<file path="src/rtl/lane_traffic_ctrl_if.sv">
// lane_traffic_ctrl_if -- control and position bus of lane_traffic_ctrl.
//   master : the system side; it drives run/hold, load and the per-car configuration
//            and reads back positions, the move tick and collision flags.
//   slave  : the lane_traffic_ctrl side.
// Signals:
//   i_Enable    1 = run, 0 = hold
//   i_Load      single-cycle request to reload the initial positions
//   i_Speed     per-car speed, car k at [k*SPEED_W +: SPEED_W]
//   i_Dir       per-car direction, 0 = increasing X, 1 = decreasing X
//   i_Init_X/Y  flattened initial positions, car k at [k*COORD_W +: COORD_W]
//   o_Car_X/Y   registered, flattened current positions
//   o_Tick      one-cycle pulse when the positions have just moved
//   o_Collision bit k set when car k shares X and Y with another car
// The parameters must match those of the lane_traffic_ctrl that uses the bus.
interface lane_traffic_ctrl_if #(
  parameter int NUM_CARS = 10,
  parameter int COORD_W  = 6,
  parameter int SPEED_W  = 3
);
  logic                          i_Enable;
  logic                          i_Load;
  logic [NUM_CARS*SPEED_W-1:0]   i_Speed;
  logic [NUM_CARS-1:0]           i_Dir;
  logic [NUM_CARS*COORD_W-1:0]   i_Init_X;
  logic [NUM_CARS*COORD_W-1:0]   i_Init_Y;
  logic [NUM_CARS*COORD_W-1:0]   o_Car_X;
  logic [NUM_CARS*COORD_W-1:0]   o_Car_Y;
  logic                          o_Tick;
  logic [NUM_CARS-1:0]           o_Collision;

  modport master (
    output i_Enable, i_Load, i_Speed, i_Dir, i_Init_X, i_Init_Y,
    input  o_Car_X, o_Car_Y, o_Tick, o_Collision
  );

  modport slave (
    input  i_Enable, i_Load, i_Speed, i_Dir, i_Init_X, i_Init_Y,
    output o_Car_X, o_Car_Y, o_Tick, o_Collision
  );
endinterface

</file>
<file path="src/rtl/lane_traffic_ctrl.sv">
// lane_traffic_ctrl -- moves NUM_CARS independent cars along X on a c_MAX_X wide
// wrapping lane, one move every c_SLOW_COUNT clock cycles.
// Ports:
//   i_Clk    clock
//   i_Reset  synchronous active-high reset (positions, tick, collision, counter to 0,
//            state to LOAD; LOAD runs on the first cycle after release)
//   bus      lane_traffic_ctrl_if.slave (enable, load, speed, direction, initial
//            positions in; registered positions, tick and collision flags out)
// Optional feature:
//   CAR_COLLISION_EN  when defined, compiles in the pairwise X/Y comparator and a
//                     registered o_Collision refreshed one cycle after each LOAD or
//                     move; otherwise o_Collision is tied to 0.
module lane_traffic_ctrl #(
  parameter int NUM_CARS      = 10,
  parameter int COORD_W       = 6,
  parameter int SPEED_W       = 3,
  parameter int c_MAX_X       = 20,
  parameter int c_SLOW_COUNT  = 2000000,
  parameter int COUNTER_WIDTH = 26
) (
  input  logic               i_Clk,
  input  logic               i_Reset,
  lane_traffic_ctrl_if.slave bus
);

  // Arithmetic width: room for X + speed or X + c_MAX_X without overflow.
  localparam int AW = ((COORD_W > SPEED_W) ? COORD_W : SPEED_W) + 1;

  typedef enum logic [1:0] {S_LOAD, S_RUN, S_HOLD} state_t;

  state_t                        state, state_nxt;
  logic [COUNTER_WIDTH-1:0]      cnt;
  logic [NUM_CARS*COORD_W-1:0]   car_x, car_y;
  logic [NUM_CARS*COORD_W-1:0]   x_moved, x_init;
  logic                          tick_now;
  logic                          tick_r;

  // Next state. A move happens only in RUN with enable high and no load request;
  // the HOLD->RUN transition cycle itself does not count.
  always_comb begin
    state_nxt = state;
    tick_now  = 1'b0;
    unique case (state)
      S_LOAD: state_nxt = bus.i_Enable ? S_RUN : S_HOLD;
      S_RUN: begin
        if (bus.i_Load)         state_nxt = S_LOAD;
        else if (!bus.i_Enable) state_nxt = S_HOLD;
        else                    tick_now  = (cnt == COUNTER_WIDTH'(c_SLOW_COUNT - 1));
      end
      S_HOLD: begin
        if (bus.i_Load)        state_nxt = S_LOAD;
        else if (bus.i_Enable) state_nxt = S_RUN;
      end
      default: state_nxt = S_LOAD;
    endcase
  end

  // Per-car move and load clamping. Speeds at or above c_MAX_X saturate to
  // c_MAX_X-1; wrap is modular in both directions.
  logic [AW-1:0] spd, xv, sum, nx, ix;
  always_comb begin
    x_moved = '0;
    x_init  = '0;
    spd     = '0;
    xv      = '0;
    sum     = '0;
    nx      = '0;
    ix      = '0;
    for (int unsigned k = 0; k < NUM_CARS; k++) begin
      spd = AW'(bus.i_Speed[k*SPEED_W +: SPEED_W]);
      if (spd >= AW'(c_MAX_X)) spd = AW'(c_MAX_X - 1);
      xv = AW'(car_x[k*COORD_W +: COORD_W]);
      if (!bus.i_Dir[k]) begin
        sum = xv + spd;
        nx  = (sum >= AW'(c_MAX_X)) ? sum - AW'(c_MAX_X) : sum;
      end else begin
        nx  = (xv >= spd) ? xv - spd : xv + AW'(c_MAX_X) - spd;
      end
      x_moved[k*COORD_W +: COORD_W] = nx[COORD_W-1:0];
      ix = AW'(bus.i_Init_X[k*COORD_W +: COORD_W]);
      x_init[k*COORD_W +: COORD_W] = (ix >= AW'(c_MAX_X)) ? '0 : ix[COORD_W-1:0];
    end
  end

  always_ff @(posedge i_Clk) begin
    if (i_Reset) begin
      state  <= S_LOAD;
      cnt    <= '0;
      car_x  <= '0;
      car_y  <= '0;
      tick_r <= 1'b0;
    end else begin
      state  <= state_nxt;
      tick_r <= tick_now;
      if (state == S_LOAD) begin
        car_x <= x_init;
        car_y <= bus.i_Init_Y;
        cnt   <= '0;
      end else if (state == S_RUN && bus.i_Enable && !bus.i_Load) begin
        if (tick_now) begin
          cnt   <= '0;
          car_x <= x_moved;
        end else begin
          cnt   <= cnt + 1'b1;
        end
      end
    end
  end

  assign bus.o_Car_X = car_x;
  assign bus.o_Car_Y = car_y;
  assign bus.o_Tick  = tick_r;

`ifdef CAR_COLLISION_EN
  logic                coll_upd;
  logic [NUM_CARS-1:0] coll_nxt, coll_r;

  always_comb begin
    coll_nxt = '0;
    for (int unsigned k = 0; k < NUM_CARS; k++) begin
      for (int unsigned j = 0; j < NUM_CARS; j++) begin
        if (j != k &&
            car_x[k*COORD_W +: COORD_W] == car_x[j*COORD_W +: COORD_W] &&
            car_y[k*COORD_W +: COORD_W] == car_y[j*COORD_W +: COORD_W])
          coll_nxt[k] = 1'b1;
      end
    end
  end

  // coll_upd marks the cycle right after positions changed (LOAD or move).
  always_ff @(posedge i_Clk) begin
    if (i_Reset) begin
      coll_upd <= 1'b0;
      coll_r   <= '0;
    end else begin
      coll_upd <= (state == S_LOAD) || tick_now;
      if (coll_upd) coll_r <= coll_nxt;
    end
  end

  assign bus.o_Collision = coll_r;
`else
  assign bus.o_Collision = '0;
`endif

endmodule

</file>
<file path="src/flat_wrapper.sv">
// flat-port wrapper written by rule: the top's interface ports become plain ports
module lane_traffic_ctrl_flat 
#(
  parameter int NUM_CARS      = 10,
  parameter int COORD_W       = 6,
  parameter int SPEED_W       = 3,
  parameter int c_MAX_X       = 20,
  parameter int c_SLOW_COUNT  = 2000000,
  parameter int COUNTER_WIDTH = 26
)
  (i_Clk, i_Reset, bus_i_Enable, bus_i_Load, bus_i_Speed, bus_i_Dir, bus_i_Init_X, bus_i_Init_Y, bus_o_Car_X, bus_o_Car_Y, bus_o_Tick, bus_o_Collision);
  lane_traffic_ctrl_if #(.NUM_CARS(NUM_CARS), .COORD_W(COORD_W), .SPEED_W(SPEED_W)) bus_i ();
  input  logic i_Clk;
  input  logic i_Reset;
  input wire logic [$bits(bus_i.i_Enable)-1:0] bus_i_Enable;
  input wire logic [$bits(bus_i.i_Load)-1:0] bus_i_Load;
  input wire logic [$bits(bus_i.i_Speed)-1:0] bus_i_Speed;
  input wire logic [$bits(bus_i.i_Dir)-1:0] bus_i_Dir;
  input wire logic [$bits(bus_i.i_Init_X)-1:0] bus_i_Init_X;
  input wire logic [$bits(bus_i.i_Init_Y)-1:0] bus_i_Init_Y;
  output wire logic [$bits(bus_i.o_Car_X)-1:0] bus_o_Car_X;
  output wire logic [$bits(bus_i.o_Car_Y)-1:0] bus_o_Car_Y;
  output wire logic [$bits(bus_i.o_Tick)-1:0] bus_o_Tick;
  output wire logic [$bits(bus_i.o_Collision)-1:0] bus_o_Collision;
  assign bus_i.i_Enable = bus_i_Enable;
  assign bus_i.i_Load = bus_i_Load;
  assign bus_i.i_Speed = bus_i_Speed;
  assign bus_i.i_Dir = bus_i_Dir;
  assign bus_i.i_Init_X = bus_i_Init_X;
  assign bus_i.i_Init_Y = bus_i_Init_Y;
  assign bus_o_Car_X = bus_i.o_Car_X;
  assign bus_o_Car_Y = bus_i.o_Car_Y;
  assign bus_o_Tick = bus_i.o_Tick;
  assign bus_o_Collision = bus_i.o_Collision;
  lane_traffic_ctrl #(.NUM_CARS(NUM_CARS), .COORD_W(COORD_W), .SPEED_W(SPEED_W), .c_MAX_X(c_MAX_X), .c_SLOW_COUNT(c_SLOW_COUNT), .COUNTER_WIDTH(COUNTER_WIDTH)) u_core (.i_Clk(i_Clk), .i_Reset(i_Reset), .bus(bus_i));
endmodule
</file>
<file path="config.mk">
export PLATFORM = sky130hd
export DESIGN_NAME = lane_traffic_ctrl_flat
export DESIGN_NICKNAME = d
export VERILOG_FILES = /design/src/rtl/lane_traffic_ctrl_if.sv /design/src/rtl/lane_traffic_ctrl.sv /design/src/flat_wrapper.sv
export SDC_FILE = /design/constraint.sdc
export NUM_CORES = 1
export LEC_CHECK = 0
export BUFFER_PORTS_ARGS = -buffer_cell sky130_fd_sc_hd__clkbuf_2
export CORE_MARGIN = 2
export CORE_UTILIZATION = 46
export CTS_CLUSTER_SIZE = 40
export DETAILED_ROUTE_END_ITERATION = 12
export PLACE_DENSITY = 0.76
export SYNTH_ARGS = -nofsm -noshare
export SYNTH_HDL_FRONTEND = slang
export SYNTH_SLANG_ARGS = --single-unit
</file>
<file path="constraint.sdc">
create_clock -name i_Clk -period 4.77 [get_ports i_Clk]
set_input_delay 0.477 -clock i_Clk [delete_from_list [all_inputs] [get_ports i_Clk]]
set_output_delay 0.477 -clock i_Clk [all_outputs]
set_load 0.02 [all_outputs]
</file>
## After elaboration in Yosys (flattened, before gate mapping)

Index checks and enable logic that the tools add are counted.

| storage, ports and cells | value |
|---|---|
| register bits | 149 |
| input port bits | 164 |
| output and inout bits | 131 |

| operators by class | value |
|---|---|
| add/sub/neg operators | 51 |
| magnitude comparators | 30 |
| equal/unequal tests | 5 |
| muxes and demuxes | 53 |
| reductions and logical operators | 9 |

Operator list:

| kind | number |
|---|---|
| $mux W6 | 40 |
| $mux W60 | 3 |
| $sub A6 B3 Y6 | 20 |
| $add A6 B3 Y7 | 10 |
| $ge A7 B5 Y1 const B | 10 |
| $add A6 B5 Y6 const B | 10 |
| $ge A6 B3 Y1 | 10 |
| $ge A6 B5 Y1 const B | 10 |
| $sub A6 B5 Y6 const B | 10 |
| $add A26 B1 Y26 const B | 1 |
| $eq A26 B21 Y1 const B | 1 |
| $mux W26 | 1 |
| $mux W2 | 5 |
| $ne A3 B3 Y1 const B | 2 |
| $pmux W2 S3 | 1 |
| $reduce_and A2 Y1 | 2 |
| $reduce_bool A2 Y1 | 2 |
| $mux W1 | 3 |
| $eq A2 B1 Y1 const B | 1 |
| $eq A2 B2 Y1 const B | 1 |
| $logic_and A1 B1 Y1 | 2 |
| $logic_not A2 Y1 | 1 |
| $reduce_or A2 Y1 | 1 |
| $logic_not A1 Y1 | 1 |

## Depth between registers and ports, before layout

Gate-level depths: netlist (run 1).

| logic depth | value |
|---|---|
| depth in word-level cells | 7 |
| gate-level depth with buffers | 15 |
| mapped depth without buffers | 14 |

## Worst setup path after synthesis (run 1)

OpenSTA, ideal clock, no wires.

| timing | value |
|---|---|
| kind | reg2reg |
| from | reg u_core.car_x[44], in the netlist u_core.bus.o_Car_X[44] |
| to | reg u_core.car_x[44], in the netlist u_core.bus.o_Car_X[44] |
| setup time | 0.114 ns |
| data arrival time | 3.159 ns |
| setup slack | 1.497 ns |
| stages on the path, launching flop included | 15 |
| buffers on the path | 1 |
| clock period less this slack | 3.273 ns |
| path through | dfxtp_1 -> inv_1 -> ha_1 -> buf_2 -> nor3b_1 -> nor3_1 -> xnor2_1 -> ha_1 -> nand3_1 -> nor4_1 -> or3_1 -> a211oi_1 -> xnor2_1 -> nor4_1 -> a2111oi_0 |

| between the ends | value |
|---|---|
| longest elaborated chain between the ends | 7 |
| elaborated cells between the ends (all ways) | 13 |

Ends and longest elaborated chain:

| element | RTL line | RTL |
|---|---|---|
| from (decl) | lane_traffic_ctrl.sv:33 | `logic [NUM_CARS*COORD_W-1:0] car_x, car_y;` |
| from (signal assigned) | lane_traffic_ctrl.sv:96 | `car_x <= x_init;` |
| from (signal assigned) | lane_traffic_ctrl.sv:102 | `car_x <= x_moved;` |
| $add A6 B3 Y7 or $add A6 B5 Y6 (tied branches) | lane_traffic_ctrl.sv:74, lane_traffic_ctrl.sv:77 |  |
| $sub A6 B5 Y6, or another cell as far along | lane_traffic_ctrl.sv:75 | `nx = (sum >= AW'(c_MAX_X)) ? sum - AW'(c_MAX_X) : sum;` |
| $mux W6, on equally long branches | lane_traffic_ctrl.sv:75, lane_traffic_ctrl.sv:77 |  |
| $mux W6 (*) | lane_traffic_ctrl.sv:73 | `if (!bus.i_Dir[k]) begin` |
| $mux W60 (*) | lane_traffic_ctrl.sv:100 | `if (tick_now) begin` |
| $mux W60 (*) | lane_traffic_ctrl.sv:99 | `end else if (state == S_RUN && bus.i_Enable && !bus.i_Load) begin` |
| $mux W60 (*) | lane_traffic_ctrl.sv:95 | `if (state == S_LOAD) begin` |

Every way passes the cells marked *; elsewhere a longest branch is shown, timed or not. The select of a mux whose other input is x is not followed.
A chain may end at the register's enable or synchronous reset.

## Final worst setup path (run 1)

Same ends and word-level chain as after synthesis.

==> results of run 1 <==
-- worst paths after layout --
path              slack (ps)                      to
setup / recovery        1110  u_core.bus.o_Car_X[44]
hold reg to reg          450  u_core.bus.o_Car_Y[33]
setup reg to reg        1110  u_core.bus.o_Car_X[44]
hold / removal           250  u_core.bus.o_Car_Y[34]
-- power by group through the flow --
stage               clock, mW  sequential (mW)  combinational (mW)
floorplan                   0             1.50                1.20
global placement            0             1.44                1.69
detailed placement          0             1.44                1.73
CTS                      1.40             1.42                1.75
global route             1.45             1.43                1.95
finish                   1.38             1.42                1.77
-- per-layer routing --
| layer | GRT usage [%] | routed length [um] | up-vias |
|---|---|---|---|
| met1 | 33.1 | 17900 | 6673 |
| met3 | 4.28 | 2610 | 92 |
| met5 | 0 | 0 | - |
| met4 | 11.1 | 1230 | 0 |
| li1 | - | - | 6704 |
| met2 | 43.8 | 20600 | 490 |
-- final cells by class --
class,count,share of cell area (%)
antenna,4,0.0622
sequential,149,18.5
clock buffer,18,2.73
timing repair buffer,292,9.22
multi-input combinational,1387,62.1
clock inverter,14,0.863
inverter,146,3.41
tap,390,3.03
-- synthesized netlist by cell type, types with 40 or more instances --
cell      count  area share [%]
nand2_1     212             5.7
a21oi_1     150             5.4
dfxtp_1     149              21
inv_1       141             3.8
ha_1        132              12
nor2_1      101             2.7
xnor2_1      71             4.5
o21ai_0      67             2.4
clkbuf_1     51             1.4
nor3_1       49             1.8
nand3_1      43             1.5
fa_1         40             5.7
-- logic make-up after synthesis --
family          after synthesis  synth area share, %
mux                          44                 3.22
buf+inv                     246                 7.31
simple gates                565                 20.0
flops                       149                 21.4
compound gates              485                 23.5
xor+xnor                    110                 6.91
other cells                   1               0.0269
fa+ha+maj                   173                 17.7
-- state kept, by name, indices dropped and copies added (netlist names) --
name	flops
u_core.cnt	26
u_core.state	2
u_core.bus.o_Car_X	60
u_core.bus.o_Car_Y	60
u_core.bus.o_Tick	1
-- through the flow --
stage               total power, mW  instance area [sq um]  std cells  hold slack, ps
floorplan                      2.70                  14000       1782             449
global placement               3.13                  15500       2364             441
detailed placement             3.18                  15500       2364             447
CTS                            4.56                  16100       2396             227
global route                   4.83                  16100       2397             244
finish                         4.57                  16100       2400             249
-- critical path, delay by kind of cell (launching register included) --
kind,cells,cell delay (ps)
adder cells (fa/ha/maj),2,730
flip-flops,1,390
XOR/XNOR,2,380
AND/OR/NAND/NOR,6,1100
buffers and inverters,1,110
AO/OA/AOI/OAI,2,810
==> flow_summary.toml, run 1 <==
[power_and_ir_drop]
ir_worst_vdd_v = 0.000217
p_per_area_mw_per_mm2 = 284
p_clk_share_pct = 30.3
power_leakage_nw = 7.08
combPwrFrac_pct = 38.7
p_seq_share_pct = 31.1
power.internal_mw = 2.78
swShare_pct = 39.2
switchingPower_mw = 1.79

[drt]
drc = 0
dr.pass1.iters = 7
via_per_inst = 5.82
vias = 14000
antenna_left = 0
post_drt_wl_per_cell_um = 17.6
routed_wl_mm = 42.3
drt_iter0_markers = 1069

[logic_synthesis]
synthArstFlopShare_pct = 0
ys_seq_area_share_pct = 21.4
synth_edf_count = 0
synthesis.area_sq_mm = 0.0139
netlist-cell-type-count = 94
synth_flop_cell = "dfxtp_1"
synthCells = 1773
syn_avg_cell_area_sq_um = 7.86
synth_warnings = 0
ys_ff_latch = 149

[sta]
finalSetupViolations = 0
period_share_pct = 76.8
rsz0062_at_grt = "false"
fin_ws_ps = 1110
relSlewSlack_pct = 19.4
clock_skew_ps = 13.7
fmax_ghz = 0.273
period_minus_slack_ps = 3660
slew_violations = 0
hold_viol = 0
fin_setup_tns_ps = 0
tightest_slew_ps = 1210

[worst_setup_path]
path_max_fanout = 10
r2r-start = "u_core.bus.o_Car_X[44]"
crit_type = "reg -> reg"
crit_start = "u_core.bus.o_Car_X[44]"
crit_path_start_kind = "flop"
critPathArrivalTime_ps = 3980
worst_ep_required_time_ps = 5080
critPathMaxStageDelay_ps = 490
crit_path_end_kind = "flop"
r2r_cells = 13
cp_cell_sequence = "inv_1 > ha_1 > nor3b_1 > nor3_1 > xnor2_1 > ha_1 > nand3_1 > nor4_1 > or3_1 > a211oi_1 > xnor2_1 > nor4_1 > a2111oi_0"
slowest_stage = "ha_1"

[clocking]
clk_latency_ps = 440
root_buffer = "clkbuf_16"
clock_path_buffers = 2
cts_resized = 0
path_clk_slew_ps = 80
cts_hold_buf = 0
clock_sinks = 149
numCtsBuffers = 17
cts_max_level = 4
cts_tree = "yes"
cts_setup_buffers = 0

[grt]
grt_pass1_vias = 13400
grt_remaining_overflow = 0
antenna_found_initial = 4
grt_first_pass_wirelength_mm = 66.6
grt_start_max_net_pins = 88
globalRouteTotalUtil_pct = 26.1

[job]
maxCapViolCount = 0

[final_layout]
multi_input_area_sq_mm = 0.0100
final_common_cell = "clkbuf_2"
syn_to_final_growth_pct = 15.4
fin_nets = 2329
postLayoutCoreUtil_pct = 54.1
drive_gt1_share_pct = 18.4
seqCellArea_sq_mm = 0.00298
final_cell_mix = "283 x clkbuf_2, 212 x nand2_1, 150 x a21oi_1, 149 x dfxtp_1, 141 x inv_1"
nFillCells = 2761

[placed_design]
preCtsSetupSlack_ps = 1140
io_buffer_count = 284
dp_hpwl_mm = 31.8
finalWeightedCongestion = 0.915

[floorplanning]
core_sq_mm = 0.0297
dieWidth_um = 178
start_util_pct = 46.9
die_h_um = 178
dieArea_sq_mm = 0.0317
fp-row-count = 63
io_pins = 295

[worst_hold_path]
hold-path-cell-count = 3
min_path_type = "in -> reg"
min_from = "bus_i_Init_Y[34]"

[outcome]
outcome = "finished clean"
Power figures use the tool's default switching activity.
==> run 2, diff against run 1 <==
clock period = 3.8 ns   (was 4.77 ns; I/O delays follow)
==> run 2 against run 1 <==
- clock-buffer cell count shrank 1
- first-iteration DRC count is the same
- clock skew rose by 2.7 ps
- via count fell by 0.25%
- routed wire length increased by 0.68%
- critical path type unchanged
- critical endpoint unchanged
- largest cell class unchanged
- largest power group unchanged
==> flow_summary.toml, run 2 (synthesis gave the netlist of run 1 again) <==
[clocking]
cts_max_level = 4
clock_sinks = 149
path_clk_slew_ps = 70
cts_hold_buf = 0
root_buffer = "clkbuf_16"
clock_path_buffers = 2
cts_tree = "yes"
clk_latency_ps = 450
numCtsBuffers = 17

[grt]
grt_remaining_overflow = 0
grt_start_max_net_pins = 85
antenna_found_initial = 3
globalRouteTotalUtil_pct = 26.2
grt_first_pass_wirelength_mm = 67.3
grt_pass1_vias = 13500

[worst_hold_path]
hold-path-cell-count = 2
min_path_type = "in -> reg"
min_from = "bus_i_Enable"
hold_end = "u_core.state[1]"

[sta]
period_share_pct = 92.5
period_minus_slack_ps = 3520
relSlewSlack_pct = 32.2
tightest_slew_ps = 1020
rsz0062_at_grt = "false"
fin_setup_tns_ps = 0
slew_violations = 0
clock_skew_ps = 16.4
finalSetupViolations = 0
hold_viol = 0
holdWs_ps = 142
fmax_ghz = 0.284

[worst_setup_path]
r2r_cells = 13
path_max_fanout = 10
worstReg2RegEnd = "u_core.bus.o_Car_X[44]"
crit_start = "u_core.bus.o_Car_X[44]"
crit_type = "reg -> reg"
crit_path_end_kind = "flop"
r2r_slack_ps = 280
worst_ep_required_time_ps = 4120
crit_path_start_kind = "flop"
r2r-start = "u_core.bus.o_Car_X[44]"
critPathArrivalTime_ps = 3830

[placed_design]
io_buffer_count = 284
dp_hpwl_mm = 32.2
finalWeightedCongestion = 0.908

[final_layout]
final_cell_mix = "283 x clkbuf_2, 212 x nand2_1, 150 x a21oi_1, 149 x dfxtp_1, 141 x inv_1"
postLayoutCoreUtil_pct = 54.5
multi_input_area_sq_mm = 0.0100
drive_gt1_share_pct = 18.7
fin_nets = 2335
final_common_cell = "clkbuf_2"
nFillCells = 2752
syn_to_final_growth_pct = 16.2
seqCellArea_sq_mm = 0.00298

[drt]
post_drt_wl_per_cell_um = 17.7
drc = 0
routed_wl_mm = 42.6
via_per_inst = 5.79
drt_iter0_markers = 1069
vias = 13900
dr.pass1.iters = 7
antenna_left = 0

[floorplanning]
dieWidth_um = 178
die_h_um = 178
start_util_pct = 46.9
fp-row-count = 63
core_sq_mm = 0.0297
dieArea_sq_mm = 0.0317
io_pins = 295

[power_and_ir_drop]
ir_worst_vdd_v = 0.000270
power_mw = 5.82
power_leakage_nw = 7.14
p_per_area_mw_per_mm2 = 359

[job]
maxCapViolCount = 0

[outcome]
outcome = "finished clean"
==> run 2: how the worst max path moves through the flow <==
stage          cells after the start                      to
4_1_cts                           13  u_core.bus.o_Car_X[44]
3_5_place_dp                      13  u_core.bus.o_Car_X[44]
2_1_floorplan                     14  u_core.bus.o_Car_X[44]
3_3_place_gp                      13  u_core.bus.o_Car_X[44]
6_report                          13  u_core.bus.o_Car_X[44]
5_1_grt                           13  u_core.bus.o_Car_X[44]
==> run 2: area by class of cell <==
| class | instances | share of cell area (%) |
|---|---|---|
| Multi-Input combinational cell | 1387 | 61.7 |
| Sequential cell | 149 | 18.4 |
| Timing Repair Buffer | 298 | 9.52 |
| Inverter | 146 | 3.38 |
| Tap cell | 390 | 3.01 |
| Clock buffer | 17 | 2.63 |
| Clock inverter | 15 | 1.28 |
| Antenna cell | 1 | 0.0154 |
==> run 2: power by group <==
| part | switching (mW) | total (mW) | internal, mW |
|---|---|---|---|
| registers | 0.120 | 1.78 | 1.66 |
| logic | 1.34 | 2.23 | 0.896 |
| clock network | 0.853 | 1.81 | 0.958 |
==> run 2: through the flow <==
stage	instance area, sq um	cells	worst slack (ps)
3_5_place_dp	15600	2370	249
4_1_cts	16200	2402	273
3_3_place_gp	15600	2370	402
5_1_grt	16200	2402	53.4
6_report	16200	2403	285
2_1_floorplan	14000	1782	527
==> run 2: worst max-delay path, stage by stage (launching register included) <==
cell	delay [ps]
dfxtp_1	390
inv_1	110
ha_1	500
nor3b_1	120
nor3_1	350
xnor2_1	200
ha_1	250
nand3_1	110
nor4_1	70
or3_1	450
a211oi_2	270
xnor2_1	170
nor4_1	60
a2111oi_0	350
==> run 2: what timing repair did <==
action | 4_1_cts | 5_1_grt
setup endpoints to repair | 0 | 1
setup buffers | 0 | 0
resized for setup | 0 | 1
==> run 2: metal layers <==
| layer | track usage [%] | wire length [um] | vias to the layer above |
|---|---|---|---|
| met3 | 4.28 | 2610 | 103 |
| met5 | 0 | 23 | - |
| li1 | - | - | 6721 |
| met4 | 10.3 | 1320 | 4 |
| met2 | 44.8 | 20700 | 460 |
| met1 | 33.0 | 18000 | 6636 |
